--- src/rtl/mul_sequencer.sv ---
// Multi-cycle shift-add multiplier that borrows the shared datapath ALU and
// stalls the pipeline while it accumulates partial products one ADD per cycle.
module mul_sequencer #(
  parameter int         WIDTH   = 64,
  parameter logic [3:0] ALU_ADD = 4'b0010
) (
  input  logic             clk,
  input  logic             reset,
  input  logic             start,
  input  logic             flush,
  input  logic [WIDTH-1:0] multiplicand,
  input  logic [WIDTH-1:0] multiplier,
  input  logic [WIDTH-1:0] alu_result,
  output logic             alu_own,
  output logic [WIDTH-1:0] alu_a,
  output logic [WIDTH-1:0] alu_b,
  output logic [3:0]       alu_ctrl,
  output logic             stall,
  output logic             busy,
  output logic             done,
  output logic [WIDTH-1:0] product
);

  typedef enum logic [1:0] {IDLE, BUSY, DONE} state_t;

  state_t           state_q, state_d;
  logic [WIDTH-1:0] acc_q, acc_d;
  logic [WIDTH-1:0] mcand_q, mcand_d;
  logic [WIDTH-1:0] mplier_q, mplier_d;
  logic [WIDTH-1:0] product_q, product_d;
  logic             busy_q, busy_d;
  logic             done_q, done_d;
  logic             own_q, own_d;

  always_comb begin
    state_d   = state_q;
    acc_d     = acc_q;
    mcand_d   = mcand_q;
    mplier_d  = mplier_q;
    product_d = product_q;
    case (state_q)
      IDLE: begin
        if (start) begin
          acc_d    = '0;
          mcand_d  = multiplicand;
          mplier_d = multiplier;
          if (multiplier == '0) begin
            state_d   = DONE;
            product_d = '0;
          end else begin
            state_d = BUSY;
          end
        end
      end
      BUSY: begin
        if (mplier_q[0]) acc_d = alu_result;
        mcand_d  = mcand_q << 1;
        mplier_d = mplier_q >> 1;
        // Finish as soon as no set multiplier bits remain, skipping leading zeros.
        if (mplier_d == '0) begin
          state_d   = DONE;
          product_d = acc_d;
        end
      end
      DONE:    state_d = IDLE;
      default: state_d = IDLE;
    endcase
    if (flush) begin
      state_d   = IDLE;
      product_d = product_q;
    end
  end

  assign busy_d = (state_d == BUSY);
  assign done_d = (state_d == DONE);
  assign own_d  = (state_d == BUSY);

  always_ff @(posedge clk or posedge reset) begin
    if (reset) begin
      state_q   <= IDLE;
      acc_q     <= '0;
      mcand_q   <= '0;
      mplier_q  <= '0;
      product_q <= '0;
      busy_q    <= 1'b0;
      done_q    <= 1'b0;
      own_q     <= 1'b0;
    end else begin
      state_q   <= state_d;
      acc_q     <= acc_d;
      mcand_q   <= mcand_d;
      mplier_q  <= mplier_d;
      product_q <= product_d;
      busy_q    <= busy_d;
      done_q    <= done_d;
      own_q     <= own_d;
    end
  end

  // The start term holds the issuing MUL in the very cycle it requests the ALU.
  assign stall    = ~reset & (busy_q | ((state_q == IDLE) & start));
  assign busy     = busy_q;
  assign done     = done_q;
  assign alu_own  = own_q;
  assign alu_a    = own_q ? acc_q   : '0;
  assign alu_b    = own_q ? mcand_q : '0;
  assign alu_ctrl = own_q ? ALU_ADD : 4'b0000;
  assign product  = product_q;

endmodule

--- config.mk ---
export PLATFORM = sky130hd
export DESIGN_NAME = mul_sequencer
export DESIGN_NICKNAME = d
export VERILOG_FILES = /design/src/rtl/mul_sequencer.sv
export SDC_FILE = /design/constraint.sdc
export NUM_CORES = 1
export LEC_CHECK = 0
export BUFFER_PORTS_ARGS = -buffer_cell sky130_fd_sc_hd__buf_4
export CAP_MARGIN = 20
export CORE_MARGIN = 2
export CORE_UTILIZATION = 30
export DETAILED_ROUTE_END_ITERATION = 8
export GPL_TIMING_DRIVEN = 1
export PLACE_DENSITY_LB_ADDON = 0.1
export SLEW_MARGIN = 20
export SYNTH_ARGS = -nofsm -noshare
export SYNTH_HDL_FRONTEND = slang
export SYNTH_SLANG_ARGS = --single-unit
export TNS_END_PERCENT = 30
--- constraint.sdc ---
create_clock -name clk -period 7.5 [get_ports clk]
set_input_delay 0.75 -clock clk [delete_from_list [all_inputs] [get_ports clk]]
set_output_delay 0.75 -clock clk [all_outputs]
set_load 0.005 [all_outputs]
---- Word level (Yosys, flattened, before mapping) ----
Index checks and enable logic that the tools add are counted.
operators by class
  eq/ne operators ......................... 6
  muxes and demuxes ....................... 19
  bitwise logic cells ..................... 5
  reduce and logical (&&, ||, !) cells .... 6
operators by type and width
  cell                                                             count
  64-bit 2-to-1 mux                                                9
  64-bit case mux with 2 select lines                              4
  64-bit zero test                                                 2
  2-bit 2-to-1 mux                                                 5
  2-bit inequality test, second input constant                     3
  5-bit AND reduction                                              1
  2-bit by 1-bit == test with 1-bit output, second input constant  2
  2-bit case mux with 2 select lines                               1
  1-bit bitwise AND                                                2
  2-bit == test, second input constant                             1
  2-bit zero test                                                  1
  1-bit NOT                                                        2
  2-bit AND reduction                                              1
  2-bit nonzero test                                               1
  1-bit bitwise OR                                                 1
storage, ports and cells
  output and inout bits ................... 200
  register bits after elaboration ......... 260
  logic and storage cells ................. 43
  input port bits ......................... 196

---- Logic depth before layout (Yosys ltp) ----
Gate-level depths: netlist of run 1.
  depth in word-level cells ............... 6
  gate-level depth with buffers ........... 8
  gate-level depth less buffers ........... 5

---- Least setup slack after synthesis of run 1 ----
Ideal clock, no wire load.
  kind .................................... in2reg
  from .................................... input multiplier[25]
  to ...................................... register product_q[0] (netlist: product[0])
  library setup time ...................... 125 ps
  buffers on the path ..................... 1
  cell stages on the path ................. 6
  data required time ...................... 7375 ps
  slack ................................... 5148 ps
  arrival ................................. 2227 ps
  cell sequence ........................... nor4_1 nand4_1 nor4_2 a22oi_4 buf_6 mux2_4
on the way
  longest elaborated chain between the ends .. 3
RTL lines
  element                                 line  source
  from (decl)                             12    input logic [WIDTH-1:0] multiplier,
  64-bit zero test                        47    if (multiplier == '0) begin
  2-bit inequality test (no source line)  n/a
  5-bit AND reduction (no source line)    n/a
  to (signal assigned)                    93    product_q <= product_d;
  to (decl)                               30    logic [WIDTH-1:0] product_q, product_d;
No other way between the ends.
A chain may end at the register's enable or synchronous reset.

---- Worst setup path in the final report of run 1 ----
  from .................................... register state_q[1]
  to ...................................... register product_q[60] (netlist: product[60])
on the way
  longest elaborated chain between the ends .. 3
  elaborated cells between the ends (all ways) .. 8
  classes of those cells .................. eq/ne (4); mux (1); reduce/logical (3)
RTL lines
  element                                                                              line  source
  from (decl)                                                                          26    state_t state_q, state_d;
  from (signal assigned)                                                               89    state_q <= state_d;
  2-bit by 1-bit == test with 1-bit output / 2-bit zero test (equally long branches)   41    case (state_q)
  2-bit inequality test (no source line) / 2-bit nonzero test (equally long branches)  n/a
  5-bit AND reduction (no source line)                                                 n/a
Several ways; a longest one is shown, not always the timed one.

==> reports/results.tsv, run 1 <==
stage	metric	value	unit
placement	GP Congestion	0.782	
pwr	leakage power	0.00929	uW
floorplanning	die area	44900	sq um
pwr	pwr/cell area	220	nW/um^2
clock_network	CTS tree	done	
setup_path	CP bufs+invs	3	
clock_network	Worst-Skew Late Latency	530	ps
setup_path	critical path launch point type	flop	
status	status	finished, final reports clean	
clock_network	CTS clk-pin slew, worst paths	60	ps
sta	RSZ-0062 raised after global routing	false	
placement	Port Buffers	392	
synth	Netlist cell types	31	
floorplanning	total core area	42900	sq um
synth	instance count of the mapped netlist	1226	
setup_path	Slowest cell on crit path	buf_4	
sta	final hold vios	0	
setup_path	CP max stage delay	890	ps
clock_network	number of buffers added for setup after CTS	0	
clock_network	Post-CTS Hold Buffers	0	
sta	Tcrit/Tclk final	51.3	%
setup_path	CP Capture Type	flop	
sta	final setup fails	0	
setup_path	CP Data Required Time	7910	ps
pwr	PnR Total Power	3840	uW
synth	syn_area_per_cell	10.6	sq um
pwr	VDD IR-drop max	0.000152	V
synth	synthesized flop and latch total	260	
clock_network	post-CTS sizing	0	
cells_and_area	nets@finish	1769	
detailed_routing	post-DR wirelength/cell	19.0	um
sta	Worst Skew	22.6	ps
setup_path	Crit Path Category	reg -> reg	
synth	mux cell area share after synthesis	18.8	%
synth	Compound-Gate Fraction of Synth Area	11.2	%
cells_and_area	layout cells sized above 1	33.1	%
global_route	GRT Util Overall	18.3	%
synth	Seq/Total Area, Yosys	50.2	%
floorplanning	Initial Util	30.2	%
worst_hold_path	Hold WC Path Type	in -> async	
sta	Worst-Margin Slew	1060	ps
synth	largest family of logic cells by synthesized area	multiplexers	
sta	minimum hold slack	404	ps
detailed_routing	vias post-DR	10200	
setup_path	r2r startpoint	state_q[1]	
sta	Max Fclk	260	MHz
synth	Simple-Gate Fraction of Synth Area	16.2	%
synth	top_reg_cell synth	dfrtp_1	
synth	Post-Synth XOR/XNOR Area	0	%
setup_path	R2R depth	7	
detailed_routing	Via density	4.69	
global_route	global-route wire length before repair	63500	um
cells_and_area	ant diodes	0	
setup_path	most frequent CP cell	buf_4	
placement	DP HPWL	27700	um
detailed_routing	drt initial violations	445	
setup_path	crit path DAT	4250	ps
setup_path	CP Max Fanout	52	
clock_network	Inserted Clock Buffers	34	
setup_path	crit path cell chain	buf_4 -> inv_1 -> nand2_4 -> nor2_1 -> a22oi_4 -> buf_4 -> mux2_2	
synth	cell area after synthesis	13000	sq um
floorplanning	Die H	212	um
synth	synth warn	0	
flow_run	max cap viols	0	
clock_network	Clock Sinks	260	
floorplanning	cell row count	76	
sta	fin. max-slew vios	0	
global_route	pin count of the biggest net entering global routing	198	
synth	synthesized-area fraction occupied by adder cells	0	%
detailed_routing	Final Routed Wirelength	41300	um
clock_network	maximum root-to-sink buffer count	3	
global_route	gr ovfl total	0	
global_route	vias in the first global route	10500	
floorplanning	die span in x	212	um
clock_network	H-tree levels	2	
setup_path	FF-to-FF End	product[60]	
floorplanning	# IOs	396	
detailed_routing	post-route ant nets	0	
clock_network	Clock Tree Root	clkbuf_16	
sta	Max transition margin	29.1	%
sta	Final TNS setup	0	ps
global_route	initial antenna violation count	0	
sta	minimum clock period	3850	ps
detailed_routing	DRC	0	
setup_path	family with the most delay on the worst path	buffers and inverters	
synth	asr flop ratio synth	100	%
cells_and_area	Area growth syn-to-layout	34.4	%
detailed_routing	drt pass-1 iters	4	
setup_path	reg-to-reg slack, setup	3650	ps
synth	number of enable flip-flop cells after synthesis	0	
[cells by family (layout without fill, tap and decap cells)]
family,after synthesis,after routing
other cells,1,3
compound gates,241,241
buf+inv,100,463
simple gates,411,411
mux,213,213
flops,260,260
[layout make-up]
class | count | area (sq um)
clock inverter | 5 | 32.5
timing repair buffer | 406 | 3090
inverter | 3 | 15.0
clock buffer | 49 | 1010
sequential | 260 | 6510
tap | 585 | 732
multi-input combinational | 868 | 6010
fill | 4273 | 25500
[stage by stage]
stage | cell area (sq um) | utilization [%] | setup slack, ps | cells
floorplan | 13000 | - | 3320 | 1228
CTS | 17400 | 40.6 | 3590 | 2176
finish | 17400 | 40.6 | 3650 | 2176
detailed placement | 16400 | 38.2 | 3500 | 2122
global route | 17400 | 40.6 | 3390 | 2176
global placement | 16300 | 38.1 | 3550 | 2121
[synth_stat cells (2+ instances only)]
cell type	count	area [sq um]
buf_2	18	90.1
nand4_1	8	50.1
a21oi_1	2	10.0
clkbuf_1	56	210
inv_1	2	7.51
mux2_2	4	45.0
a31oi_1	40	250
a21o_1	64	480
dfrtp_1	260	6510
buf_6	6	67.6
and2_1	167	1040
a211oi_1	2	15.0
nand2_1	129	484
nor3_1	4	20.0
buf_4	5	37.5
nor4_1	31	194
o22ai_1	4	25.0
nor2_1	68	255
buf_1	12	45.0
mux2_4	60	901
o21ai_0	126	631
mux2i_1	149	1490
[worst max path at each step]
stage / start / endpoint / cells after the start
2_1_floorplan: reset / acc_q[0] / 1
3_3_place_gp: multiplier[28] / product[38] / 7
3_5_place_dp: multiplier[28] / product[44] / 7
4_1_cts: state_q[1] / product[62] / 7
5_1_grt: state_q[1] / product[34] / 7
6_report: state_q[1] / product[60] / 7
[layer usage]
metal / GRT usage [%] / vias up / routed length [um]
li1: - / 4925 / -
met1: 24.9 / 4947 / 19000
met2: 28.7 / 276 / 18800
met3: 4.54 / 53 / 2590
met4: 5.46 / 0 / 867
met5: 0 / - / 0
[state kept, by name (all words and copies together) (netlist names)]
name	cells
acc_q	64
mcand_q	64
mplier_q	64
product	64
state_q	2
alu_own	1
done	1
[report_power, final]
part	total (uW)	internal, uW	switching [uW]	leakage [uW]
clock network	1550	927	624	0.000517
logic	616	302	315	0.00540
registers	1670	1550	119	0.00337
[cell usage in the layout, fill, tap and decap left out, drive strengths merged]
| cell | n |
|---|---|
| a31oi | 40 |
| o22ai | 4 |
| a22oi | 1 |
| nor4 | 33 |
| nand4 | 8 |
| nor2 | 68 |
| o22a | 1 |
| clkinv | 4 |
| o21ai | 126 |
| nand3 | 1 |
| clkbuf | 49 |
| a22o | 1 |
| dfrtp | 260 |
| conb | 3 |
| a21o | 64 |
| mux2 | 64 |
| inv | 3 |
| mux2i | 149 |
| a21oi | 2 |
| nor3 | 4 |
| nor2b | 1 |
| a211oi | 2 |
| buf | 406 |
| clkinvlp | 1 |
| and2 | 167 |
| nand2 | 129 |
Power figures use the tool's default switching activity.
==> run 2: changes to the inputs <==
==> constraint.sdc (replaced) <==
create_clock -name clk -period 3.5 [get_ports clk]
set_input_delay 0.35 -clock clk [delete_from_list [all_inputs] [get_ports clk]]
set_output_delay 0.35 -clock clk [all_outputs]
set_load 0.005 [all_outputs]
==> reports/results.tsv, run 2 (same netlist as run 1, synthesis figures left out) <==
stage	metric	value	unit	change
status	status	finished with violations		was finished, final reports clean
status	failing checks	hold timing		
worst_hold_path	Hold WC Path Type	in -> async		unchanged
sta	Worst Skew	32.1	ps	was 22.6 ps
clock_network	H-tree levels	1		was 2
detailed_routing	DRC	0		unchanged
clock_network	CTS clk-pin slew, worst paths	60	ps	about the same
detailed_routing	post-DR wirelength/cell	18.7	um	was 19.0 um
setup_path	CP bufs+invs	1		was 3
setup_path	CP Capture Type	flop		unchanged
detailed_routing	Via density	4.70		was 4.69
floorplanning	# IOs	396		unchanged
pwr	Comb pwr share	15.7	%	was 16.1%
detailed_routing	post-route ant nets	0		unchanged
pwr	clock group share of total power	40.3	%	was 40.4%
placement	GP Congestion	0.788		was 0.782
setup_path	crit path cell chain	nand2_4 -> buf_12 -> nor2_1 -> mux2_4		was buf_4 -> inv_1 -> nand2_4 -> nor2_1 -> a22oi_4 -> buf_4 -> mux2_2
sta	fin. max-slew vios	0		unchanged
clock_network	Clock Sinks	260		unchanged
detailed_routing	drt pass-1 iters	7		was 4
clock_network	Inserted Clock Buffers	31		was 34
cells_and_area	nets@finish	1775		was 1769
sta	final setup fails	0		unchanged
setup_path	reg-to-reg slack, setup	880	ps	was 3650 ps
setup_path	CP Data Required Time	3930	ps	was 7910 ps
setup_path	crit path DAT	3060	ps	was 4250 ps
global_route	pin count of the biggest net entering global routing	152		was 198
cells_and_area	layout cells sized above 1	33.4	%	was 33.1%
floorplanning	Initial Util	30.2	%	unchanged
floorplanning	Die H	212	um	unchanged
clock_network	maximum root-to-sink buffer count	3		unchanged
cells_and_area	most frequent cells in the layout	404 x buf_4, 258 x dfrtp_1, 167 x and2_1		was 403 x buf_4, 258 x dfrtp_1, 167 x and2_1
sta	Tcrit/Tclk final	75.0	%	was 51.3%
pwr	VDD IR-drop max	0.000331	V	was 0.000152 V
detailed_routing	vias post-DR	10300		was 10200
clock_network	CTS tree	done		unchanged
global_route	initial antenna violation count	1		was 0
clock_network	number of buffers added for setup after CTS	0		unchanged
setup_path	CP max stage delay	710	ps	was 890 ps
pwr	Int Pwr	6010	uW	was 2780 uW
placement	Port Buffers	392		unchanged
cells_and_area	Area growth syn-to-layout	35.5	%	was 34.4%
setup_path	critical path launch point type	flop		unchanged
placement	Placement Setup Slack	491	ps	was 3500 ps
cells_and_area	ant diodes	0		unchanged
setup_path	R2R depth	4		was 7
setup_path	Slowest cell on crit path	dfrtp_1		was buf_4
global_route	global-route wire length before repair	62600	um	was 63500 um
pwr	switching share of power	27.1	%	was 27.6%
sta	Max transition margin	16.4	%	was 29.1%
setup_path	family with the most delay on the worst path	flip-flops		was buffers and inverters
cells_and_area	register area	6510	sq um	unchanged
detailed_routing	drt initial violations	590		was 445
pwr	register share of total power	43.9	%	was 43.5%
sta	minimum hold slack	-1.15	ps	was 404 ps
cells_and_area	area of the multi-input gates	6010	sq um	unchanged
detailed_routing	Final Routed Wirelength	41000	um	was 41300 um
floorplanning	total core area	42900	sq um	unchanged
setup_path	CP Max Fanout	151		was 52
setup_path	Worst Setup EP	product[63]		was product[60]
pwr	leakage power	0.00936	uW	was 0.00929 uW
clock_network	post-CTS sizing	0		unchanged
setup_path	r2r startpoint	state_q[0]		was state_q[1]
setup_path	FF-to-FF End	product[63]		was product[60]
clock_network	Worst-Skew Late Latency	570	ps	was 530 ps
sta	RSZ-0062 raised after global routing	false		unchanged
pwr	pwr/cell area	470	nW/um^2	was 220 nW/um^2
floorplanning	cell row count	76		unchanged
flow_run	max cap viols	0		unchanged
global_route	gr ovfl total	0		unchanged
setup_path	Worst setup startpoint	state_q[0]		was state_q[1]
floorplanning	die span in x	212	um	unchanged
floorplanning	die area	44900	sq um	unchanged
pwr	P_sw	2230	uW	was 1060 uW
setup_path	Crit Path Category	reg -> reg		unchanged
clock_network	Clock Tree Root	clkbuf_16		unchanged
placement	DP HPWL	28000	um	was 27700 um
sta	minimum clock period	2620	ps	was 3850 ps
cells_and_area	commonest non-fill, non-tap cell in the layout	buf_4		unchanged
sta	Max Fclk	381	MHz	was 260 MHz
global_route	vias in the first global route	10300		was 10500
sta	Worst-Margin Slew	1250	ps	was 1060 ps
cells_and_area	Filler Cell Count	4285		was 4273
sta	final worst slack	876	ps	was 3650 ps
setup_path	Levels on crit path	4		was 7
sta	final hold vios	1		was 0
global_route	GRT Util Overall	17.9	%	was 18.3%
[run 2: changes by cell type in the layout (fill, tap and decap cells not counted), moves of 2 or more]
| cell | delta |
|---|---|
| bufinv_16 | +3 |
| clkbuf_16 | -4 |
| buf_12 | +7 |
| dlygate4sd3_1 | +2 |
[run 2: how the worst min path moves through the flow]
stage                        to  cells after the start
floorplan                  done                      1
global placement    mcand_q[63]                      2
detailed placement  mcand_q[63]                      2
CTS                  mcand_q[0]                      2
global route         mcand_q[0]                      2
finish               mcand_q[0]                      2
[run 2: power by group through the flow]
| stage | combinational [uW] | sequential [uW] | clock (uW) |
|---|---|---|---|
| 6_report | 1300 | 3620 | 3330 |
| 5_1_grt | 1450 | 3680 | 3550 |
| 3_3_place_gp | 1310 | 3670 | 0 |
| 4_1_cts | 1320 | 3630 | 3430 |
| 2_1_floorplan | 821 | 3530 | 0 |
| 3_5_place_dp | 1320 | 3680 | 0 |
[run 2: cell type report]
cell class                 instances  share of cell area (%)
inverter                           3                  0.0855
clock inverter                     9                   0.720
tap                              585                    4.17
sequential                       260                    37.1
clock buffer                      47                    5.27
multi-input combinational        868                    34.2
timing repair buffer             415                    18.4
[run 2: metrics by stage]
step	util, %	setup TNS (ps)	total power, uW	std cells	cell area, sq um
global placement	38.4	0	4990	2129	16500
detailed placement	38.4	0	5000	2129	16500
CTS	40.9	0	8390	2187	17600
global route	40.9	0	8680	2187	17600
finish	40.9	0	8250	2187	17600
floorplan	-	-72170	4350	1228	13000
[run 2: routing by layer]
metal	GRT usage (%)	vias to the layer above	part of all wire, %
met5	0	-	0.039
met4	3.04	2	1.4
met3	3.59	37	5.6
met2	28.0	280	45
met1	25.9	4999	48
li1	-	4959	-
[run 2: worst register-to-register path: cells and delay by family, from the launching register on]
family	cells	cell delay (ps)
buf+inv	1	540
flops	1	710
mux	1	340
simple gates	2	890
[run 2: timing repair]
item / 4_1_cts / 5_1_grt
hold buffers: 2 / 0
setup endpoints to repair: 0 / 0
hold endpoints to repair: 5 / 0
